File: src/rtl/hazard_scoreboard_pkg.sv
// CPU-wide pipeline timing encodings shared by the operand-use decoders and the
// hazard scoreboard: Tuse/Tnew stage numbers and forwarding-select values.
package hazard_scoreboard_pkg;

  localparam logic [1:0] TUSE_ID  = 2'd0;
  localparam logic [1:0] TUSE_EX  = 2'd1;
  localparam logic [1:0] TUSE_MEM = 2'd2;

  // Forward select k means "take the value held in tracked stage k".
  localparam logic [1:0] FWD_RF  = 2'd0;
  localparam logic [1:0] FWD_EX  = 2'd1;
  localparam logic [1:0] FWD_MEM = 2'd2;
  localparam logic [1:0] FWD_WB  = 2'd3;

endpackage

File: src/rtl/hazard_scoreboard_operand_check.sv
// Youngest-match search of one ID operand against the tracked stages, giving
// that operand's data stall and forwarding select.
module hazard_operand_check
  import hazard_scoreboard_pkg::*;
#(
  parameter int STAGES = 3,
  parameter int TNEW_W = 2,
  parameter int REG_AW = 5,
  parameter int SEL_W  = 2
) (
  input  logic                     used,
  input  logic [REG_AW-1:0]        addr,
  input  logic [TNEW_W-1:0]        tuse,
  input  logic [STAGES*REG_AW-1:0] wr_flat,
  input  logic [STAGES*TNEW_W-1:0] tnew_flat,
  output logic                     data_stall,
  output logic [SEL_W-1:0]         sel
);

  logic              hit;
  logic [TNEW_W-1:0] hit_tnew;
  logic [SEL_W-1:0]  hit_stage;

  // Walk oldest to youngest so a younger match overwrites (shadows) older ones.
  always_comb begin
    hit       = 1'b0;
    hit_tnew  = '0;
    hit_stage = '0;
    for (int k = STAGES; k >= 1; k--) begin
      if (used && (addr != '0) && (wr_flat[(k-1)*REG_AW +: REG_AW] == addr)) begin
        hit       = 1'b1;
        hit_tnew  = tnew_flat[(k-1)*TNEW_W +: TNEW_W];
        hit_stage = SEL_W'(k);
      end
    end
  end

  assign data_stall = hit && (hit_tnew > tuse);
  assign sel        = (hit && (hit_tnew == '0)) ? hit_stage : SEL_W'(FWD_RF);

endmodule

File: src/rtl/hazard_scoreboard.sv
// ID-stage hazard unit: shift register of in-flight destinations with remaining
// Tnew, per-operand stall/forward decisions, and the mult/div busy countdown.
module hazard_scoreboard
  import hazard_scoreboard_pkg::*;
#(
  parameter int STAGES     = 3,
  parameter int TNEW_W     = 2,
  parameter int REG_AW     = 5,
  parameter int MUL_CYCLES = 5,
  parameter int DIV_CYCLES = 10
) (
  input  logic                         clk,
  input  logic                         reset,
  input  logic                         id_valid,
  input  logic                         id_rs_used,
  input  logic [REG_AW-1:0]            id_rs_addr,
  input  logic [TNEW_W-1:0]            id_rs_tuse,
  input  logic                         id_rt_used,
  input  logic [REG_AW-1:0]            id_rt_addr,
  input  logic [TNEW_W-1:0]            id_rt_tuse,
  input  logic [REG_AW-1:0]            id_wr_addr,
  input  logic [TNEW_W-1:0]            id_tnew,
  input  logic                         id_md_start,
  input  logic                         id_md_div,
  input  logic                         id_md_access,
  input  logic                         flush,
  output logic                         stall,
  output logic [$clog2(STAGES+1)-1:0]  fwd_rs_sel,
  output logic [$clog2(STAGES+1)-1:0]  fwd_rt_sel,
  output logic                         md_busy
);

  localparam int SEL_W = $clog2(STAGES+1);
  localparam int CNT_W = $clog2(DIV_CYCLES+1);

  // Stage k lives at slice [(k-1)*W +: W]; stage 1 is the youngest.
  logic [STAGES*REG_AW-1:0] wr_q, wr_d;
  logic [STAGES*TNEW_W-1:0] tnew_q, tnew_d;
  logic [CNT_W-1:0]         md_cnt;
  logic                     rs_stall, rt_stall, md_stall, accept;
  logic [SEL_W-1:0]         rs_sel, rt_sel;

  hazard_operand_check #(
    .STAGES(STAGES), .TNEW_W(TNEW_W), .REG_AW(REG_AW), .SEL_W(SEL_W)
  ) u_rs_check (
    .used(id_rs_used), .addr(id_rs_addr), .tuse(id_rs_tuse),
    .wr_flat(wr_q), .tnew_flat(tnew_q), .data_stall(rs_stall), .sel(rs_sel)
  );

  hazard_operand_check #(
    .STAGES(STAGES), .TNEW_W(TNEW_W), .REG_AW(REG_AW), .SEL_W(SEL_W)
  ) u_rt_check (
    .used(id_rt_used), .addr(id_rt_addr), .tuse(id_rt_tuse),
    .wr_flat(wr_q), .tnew_flat(tnew_q), .data_stall(rt_stall), .sel(rt_sel)
  );

  assign md_busy    = (md_cnt != '0);
  assign md_stall   = (id_md_start | id_md_access) & md_busy;
  assign stall      = id_valid & (rs_stall | rt_stall | md_stall);
  assign accept     = id_valid & ~stall & ~flush;
  assign fwd_rs_sel = stall ? SEL_W'(FWD_RF) : rs_sel;
  assign fwd_rt_sel = stall ? SEL_W'(FWD_RF) : rt_sel;

  // Stages never stall, so every edge advances; unaccepted slots become bubbles.
  always_comb begin
    wr_d   = '0;
    tnew_d = '0;
    for (int k = 2; k <= STAGES; k++) begin
      wr_d[(k-1)*REG_AW +: REG_AW] = wr_q[(k-2)*REG_AW +: REG_AW];
      tnew_d[(k-1)*TNEW_W +: TNEW_W] =
        (tnew_q[(k-2)*TNEW_W +: TNEW_W] == '0) ? '0
                                               : tnew_q[(k-2)*TNEW_W +: TNEW_W] - TNEW_W'(1);
    end
    if (accept) begin
      wr_d[REG_AW-1:0]   = id_wr_addr;
      tnew_d[TNEW_W-1:0] = id_tnew;
    end
  end

  always_ff @(posedge clk or posedge reset) begin
    if (reset) begin
      wr_q   <= '0;
      tnew_q <= '0;
      md_cnt <= '0;
    end else if (flush) begin
      wr_q   <= '0;
      tnew_q <= '0;
      md_cnt <= '0;
    end else begin
      wr_q   <= wr_d;
      tnew_q <= tnew_d;
      if (accept && id_md_start)
        md_cnt <= id_md_div ? CNT_W'(DIV_CYCLES) : CNT_W'(MUL_CYCLES);
      else if (md_cnt != '0)
        md_cnt <= md_cnt - CNT_W'(1);
    end
  end

endmodule

File: config.mk
export PLATFORM = sky130hd
export DESIGN_NAME = hazard_scoreboard
export DESIGN_NICKNAME = d
export VERILOG_FILES = /design/src/rtl/hazard_scoreboard_pkg.sv /design/src/rtl/hazard_scoreboard_operand_check.sv /design/src/rtl/hazard_scoreboard.sv
export SDC_FILE = /design/constraint.sdc
export NUM_CORES = 1
export LEC_CHECK = 0
export ABC_CLOCK_PERIOD_IN_PS = 3450
export BUFFER_PORTS_ARGS = -buffer_cell sky130_fd_sc_hd__buf_2
export CORE_MARGIN = 2
export CORE_UTILIZATION = 30
export CTS_CLUSTER_DIAMETER = 80
export DETAILED_ROUTE_END_ITERATION = 16
export PLACE_DENSITY = 0.59
export SYNTH_ARGS = -nofsm -noshare
export SYNTH_HDL_FRONTEND = slang
export SYNTH_SLANG_ARGS = --single-unit
File: constraint.sdc
create_clock -name clk -period 3.45 [get_ports clk]
set_input_delay 0.69 -clock clk [delete_from_list [all_inputs] [get_ports clk]]
set_output_delay 0.69 -clock clk [all_outputs]
set_load 0.01 [all_outputs]
## Yosys cells after proc, flatten, opt, wreduce, memory -nomap -nowiden

Index checks and enable logic that the tools add are counted.

- Add/sub/neg operators: 3
- Order comparisons: 2
- Eq/ne operators: 6
- Mux-type cells: 32
- Bitwise gates (word level): 9
- Reduce and logical (&&, ||, !) cells: 21

Operator list:

| cell | number |
|---|---|
| 2-to-1 mux 2 bit | 19 |
| equality test 5 bit | 6 |
| 2-to-1 mux 4 bit | 4 |
| 2-to-1 mux 15 bit | 1 |
| logical AND 1 bit | 13 |
| nonzero test 5 bit | 2 |
| logical NOT 2 bit | 4 |
| 2-to-1 mux 1 bit | 6 |
| 2-to-1 mux 6 bit | 1 |
| 2-to-1 mux 5 bit | 1 |
| AND 1 bit | 4 |
| greater-than comparator 2 bit | 2 |
| nonzero test 4 bit | 1 |
| subtractor 2 x 1 -> 2 bit, second input constant | 2 |
| subtractor 4 x 1 -> 4 bit, second input constant | 1 |
| bitwise OR 1 bit | 3 |
| nonzero test 3 bit | 1 |
| inverter 1 bit | 2 |

- Register bits after elaboration: 25
- Input bits: 30
- Output and inout bits: 6

## Logic depth before layout (Yosys ltp)

- Depth in word-level cells: 17
- Mapped depth: 14
- Gate-level depth less buffers: 13

## Cells and area by module

Synthesis repeated with hierarchy kept, for this count alone.

- Cells, all modules: 182
- Area, all modules: 1,815.5 sq um

By module, submodules not included:

| module | instances | cells an instance | area each (sq um) | sequential area each (sq um) |
|---|---|---|---|---|
| hazard_scoreboard | 1 | 78 | 992.2 | 625.6 |
| hazard_operand_check | 2 | 52 | 411.6 | 0.0 |

## Worst setup path after synthesis

No wires, ideal clock.

- Path type: input to output
- Start: input port id_rs_addr[1]
- End: output port fwd_rs_sel[0]
- Arrival: 2.956 ns
- Required time: 2.760 ns
- Slack: -0.196 ns
- Stages on the path: 10
- Path through: or4_1 -> o21a_4 -> nand2_1 -> a2bb2oi_2 -> ha_1 -> a21oi_1 -> a21oi_1 -> o311ai_4 -> a31oi_4 -> a2111oi_2

- Word-level cells in the longest chain between the ends: 12
- Elaborated cells on any way between the ends: 26
- Classes of those cells: order compare (1); eq/ne (3); mux (11); bitwise (3); reduce/logical (8)

RTL lines:

| element | line | source |
|---|---|---|
| start: declaration | hazard_scoreboard.sv:16 | `input logic [REG_AW-1:0] id_rs_addr,` |
| nonzero test 5 bit | hazard_scoreboard_operand_check.sv:30 | `if (used && (addr != '0) && (wr_flat[(k-1)*REG_AW +: REG_AW] == addr)) begin` |
| logical AND 1 bit (2 in series) | hazard_scoreboard_operand_check.sv:30 |  |
| 2-to-1 mux 2 bit (3 in series) | hazard_scoreboard_operand_check.sv:30 |  |
| greater-than comparator 2 bit | hazard_scoreboard_operand_check.sv:38 | `assign data_stall = hit && (hit_tnew > tuse);` |
| logical AND 1 bit (*) | hazard_scoreboard_operand_check.sv:38 |  |
| bitwise OR 1 bit (*) (2 in series) | hazard_scoreboard.sv:59 | `assign stall = id_valid & (rs_stall \| rt_stall \| md_stall);` |
| AND 1 bit (*) | hazard_scoreboard.sv:59 |  |
| net stall | hazard_scoreboard.sv:27 | `output logic stall,` |
| 2-to-1 mux 2 bit (*) | hazard_scoreboard.sv:61 | `assign fwd_rs_sel = stall ? SEL_W'(FWD_RF) : rs_sel;` |
| end: declaration | hazard_scoreboard.sv:28 | `output logic [$clog2(STAGES+1)-1:0] fwd_rs_sel,` |

Mark *: on every way through the listed nets, which the timed path passes. The rest lies on a longest branch.

## Final worst setup path

- Start: input port id_rt_addr[2]
- End: output port fwd_rs_sel[1]

- Word-level cells in the longest chain between the ends: 12
- Elaborated cells on any way between the ends: 20
- Classes of those cells: order compare (1); eq/ne (3); mux (7); bitwise (3); reduce/logical (6)

RTL lines:

| element | line | source |
|---|---|---|
| start: declaration | hazard_scoreboard.sv:19 | `input logic [REG_AW-1:0] id_rt_addr,` |
| nonzero test 5 bit | hazard_scoreboard_operand_check.sv:30 |  |
| logical AND 1 bit (2 in series) | hazard_scoreboard_operand_check.sv:30 |  |
| 2-to-1 mux 2 bit (3 in series) | hazard_scoreboard_operand_check.sv:30 |  |
| greater-than comparator 2 bit | hazard_scoreboard_operand_check.sv:38 |  |
| logical AND 1 bit (*) | hazard_scoreboard_operand_check.sv:38 |  |
| bitwise OR 1 bit (*) (2 in series) | hazard_scoreboard.sv:59 |  |
| AND 1 bit (*) | hazard_scoreboard.sv:59 |  |
| 2-to-1 mux 2 bit (*) | hazard_scoreboard.sv:61 |  |

Every way passes the cells marked *; elsewhere a longest branch is shown, timed or not.

==> flow_metrics.tcl <==
set metrics [dict create \
    outcome "complete, but fails checks" \
    grt_max_degree 26 \
    cp-start-kind "input port" \
    clkPwrFrac 0.185 \
    synth-async-reset-ratio 1.00 \
    fillCellCount 601 \
    post_drt_wl_per_cell_um 12.5 \
    synth_top_area_cell "dfrtp_1" \
    grt_pass1_wl_um 6240 \
    die_w_um 81.1 \
    max_freq_mhz 264 \
    vias 1461 \
    multi_input_area_sq_mm 0.00123 \
    clockBufferDepth 2 \
    n_antenna_cell 0 \
    synth_compound_area_frac 0.166 \
    routabilityCongestion 0.851 \
    cts.clk_slew.worst_paths_ns 0.08 \
    endpoint_kind "primary output" \
    io_buffers 35 \
    die_y_um 81.1 \
    synth_xor_area_frac 0.161 \
    yosys.area_share.simple 0.227 \
    layout-drive-gt1-share 0.494 \
    dp.final_hpwl_um 3400 \
    hold_violations 0 \
    drt_wl_total_um 4030 \
    cts_tree "built" \
    avgSynthCellArea_sq_um 10.1 \
    rsz0062_at_grt "yes" \
    critical_path_arrival_ns 3.10 \
    post-place-ws_ns -0.368 \
    cts.sinks 25 \
    overflow 0 \
    drt-pass1-iter-count 3 \
    synth_cells 176 \
    routed_via_density 4.54 \
    setup_viol 5 \
    crit_required_ns 2.76 \
    syn-cell-area_sq_mm 0.00178 \
    antenna_found_initial 0 \
    failed_checks "setup timing" \
    synth_edf_count 0 \
    numCtsBuffers 3 \
    swShare 0.328 \
    min_period_ns 3.79 \
    finalSetupTns_ns -1.58 \
    synthAdderAreaFrac 0.0351 \
    cp_max_fo 5 \
    power.total_w 0.000880 \
    maxCapViolations 0 \
    grt_pass1_vias 1373 \
    seq_area_frac_synth 0.351 \
    rows 28 \
    finClkSkew_ns 0.00449 \
    finalNetCount 283 \
    regArea_sq_um 626 \
    cts_root_buffer "clkbuf_8" \
    coreArea_sq_mm 0.00582 \
    p_switching_w 0.000289 \
    syn_nets 211 \
    start_util 0.307 \
    drc 0 \
    p_comb_frac 0.408 \
    clkLatencyLatePin_ns 0.26 \
    hold_buffers 0 \
    yosysMostFrequentCell "xnor2_1" \
    hold_class "reg -> reg" \
    maxSlewViolCount 0 \
    relSlewSlack 0.399 \
    synth_top_family_by_area "simple AND/OR/NAND/NOR gates" \
    period_share 1.10 \
    max-vdd-ir-drop_mv 0.190 \
    htreeDepth 1 \
    synth_top_area_frac 0.351 \
    drtAntennaViolNets 0 \
    synth_mux_area_frac 0.0168 \
    die_area_sq_mm 0.00658 \
    leakage_nw 1.07 \
    yosys-top-cells-area "dfrtp_1 35%, xnor2_1 13%, ha_1 3.5%" \
    first_iter_violations 28 \
    synth-seq-cells 25 \
    p_int_w 0.000592 \
    yosys_warnings 0 \
    fin_ws_ns -0.342 \
    synth_common_cells "26 x xnor2_1, 25 x dfrtp_1, 14 x inv_1" \
    power.density_mw_per_mm2 351 \
    worst_pin_slew_ns 0.900 \
    io-pin-count 36 \
    synth.distinct_cells 43 \
    ys.flop_type "dfrtp_1" \
    pwr-share-seq 0.407 \
    area_growth_syn_to_layout_pct 40.8 \
    grtUsageTotal 0.125 \
    path_class "in -> out" \
]
worst max-delay path: stages:
cell      delay (ns)
buf_6           0.09
or4_4           0.55
o21ai_4         0.17
or3_4           0.18
o21ai_2         0.07
o22ai_2         0.20
inv_2           0.06
ha_4            0.16
inv_2           0.06
a21oi_4         0.06
a21oi_4         0.13
o311ai_4        0.13
a31oi_4         0.31
nor4_2          0.09
buf_2           0.15
sequential cells by signal, indices dropped and copies added, names as in the netlist:
name and flops:
wr_q 15, tnew_q 6, md_cnt 4
cell families (layout without fill, tap and decap cells):
group | after synthesis | in the layout
AND/OR/NAND/NOR | 65 | 65
XOR/XNOR | 32 | 32
AO/OA/AOI/OAI | 29 | 29
flip-flops | 25 | 25
buffers and inverters | 18 | 89
adder cells (fa/ha/maj) | 5 | 5
multiplexers | 2 | 2
worst paths after layout:
| kind | from | end | slack [ns] | cells after the start |
|---|---|---|---|---|
| max | id_rt_addr[2] | fwd_rs_sel[1] | -0.34 | 15 |
| min | tnew_q[2]$_DFF_PP0_ | tnew_q[4]$_DFF_PP0_ | 0.49 | 1 |
| max reg2reg | wr_q[0]$_DFF_PP0_ | md_cnt[1]$_DFFE_PP0P_ | 0.61 | 13 |
| min reg2reg | tnew_q[2]$_DFF_PP0_ | tnew_q[4]$_DFF_PP0_ | 0.49 | 1 |
| max in group asynchronous | reset | md_cnt[0]$_DFFE_PP0P_ | 2.29 | 2 |
| min in group asynchronous | reset | wr_q[2]$_DFF_PP0_ | 0.61 | 2 |
power by group through the flow:
| stage | logic (W) | clock network [W] | registers, W |
|---|---|---|---|
| 2_1_floorplan | 0.000254 | 0 | 0.000353 |
| 3_3_place_gp | 0.000337 | 0 | 0.000362 |
| 3_5_place_dp | 0.000343 | 0 | 0.000363 |
| 4_1_cts | 0.000351 | 0.000170 | 0.000357 |
| 5_1_grt | 0.000403 | 0.000178 | 0.000365 |
| 6_report | 0.000360 | 0.000162 | 0.000358 |
through the flow:
stage	util	hold slack [ns]	instance area, sq um	instances
detailed placement	0.395	0.474	2290	314
floorplan	-	0.424	1810	176
finish	0.432	0.494	2510	322
global placement	0.395	0.469	2290	314
CTS	0.409	0.485	2380	320
global route	0.432	0.511	2510	322
timing repair:
item                       CTS  global route
hold endpoints to repair     0             0
pin swaps                    4            24
setup endpoints to repair    5             5
gates resized for setup      5            20
buffers inserted             2             2
layout make-up:
type	count	area share
timing repair buffer	71	0.184
clock buffer	3	0.0165
multi-input combinational	133	0.490
tap	75	0.0374
inverter	14	0.0209
sequential	25	0.249
clock inverter	1	0.00199
per-layer routing:
metal  global-route usage  routed length, um
met1                0.165               1840
met2                0.217               2020
met3               0.0111                141
met4               0.0356                 34
met5                    0                  0
layout by cell type, fill, tap and decap left out, types with 3 or more instances in the layout:
| cell | count |
|---|---|
| inv_1 | 11 |
| inv_2 | 3 |
| nor3_1 | 5 |
| nor3_2 | 3 |
| buf_2 | 33 |
| and2_1 | 8 |
| nor2_1 | 9 |
| clkbuf_8 | 3 |
| a21oi_4 | 3 |
| buf_6 | 3 |
| nand3_1 | 6 |
| nor2b_1 | 10 |
| xnor2_2 | 3 |
| dfrtp_1 | 25 |
| xor2_1 | 5 |
| nand4_1 | 3 |
| buf_4 | 35 |
| ha_4 | 3 |
| nand2_1 | 3 |
| xnor2_1 | 24 |
| a21oi_1 | 3 |
Power figures use the tool's default switching activity.
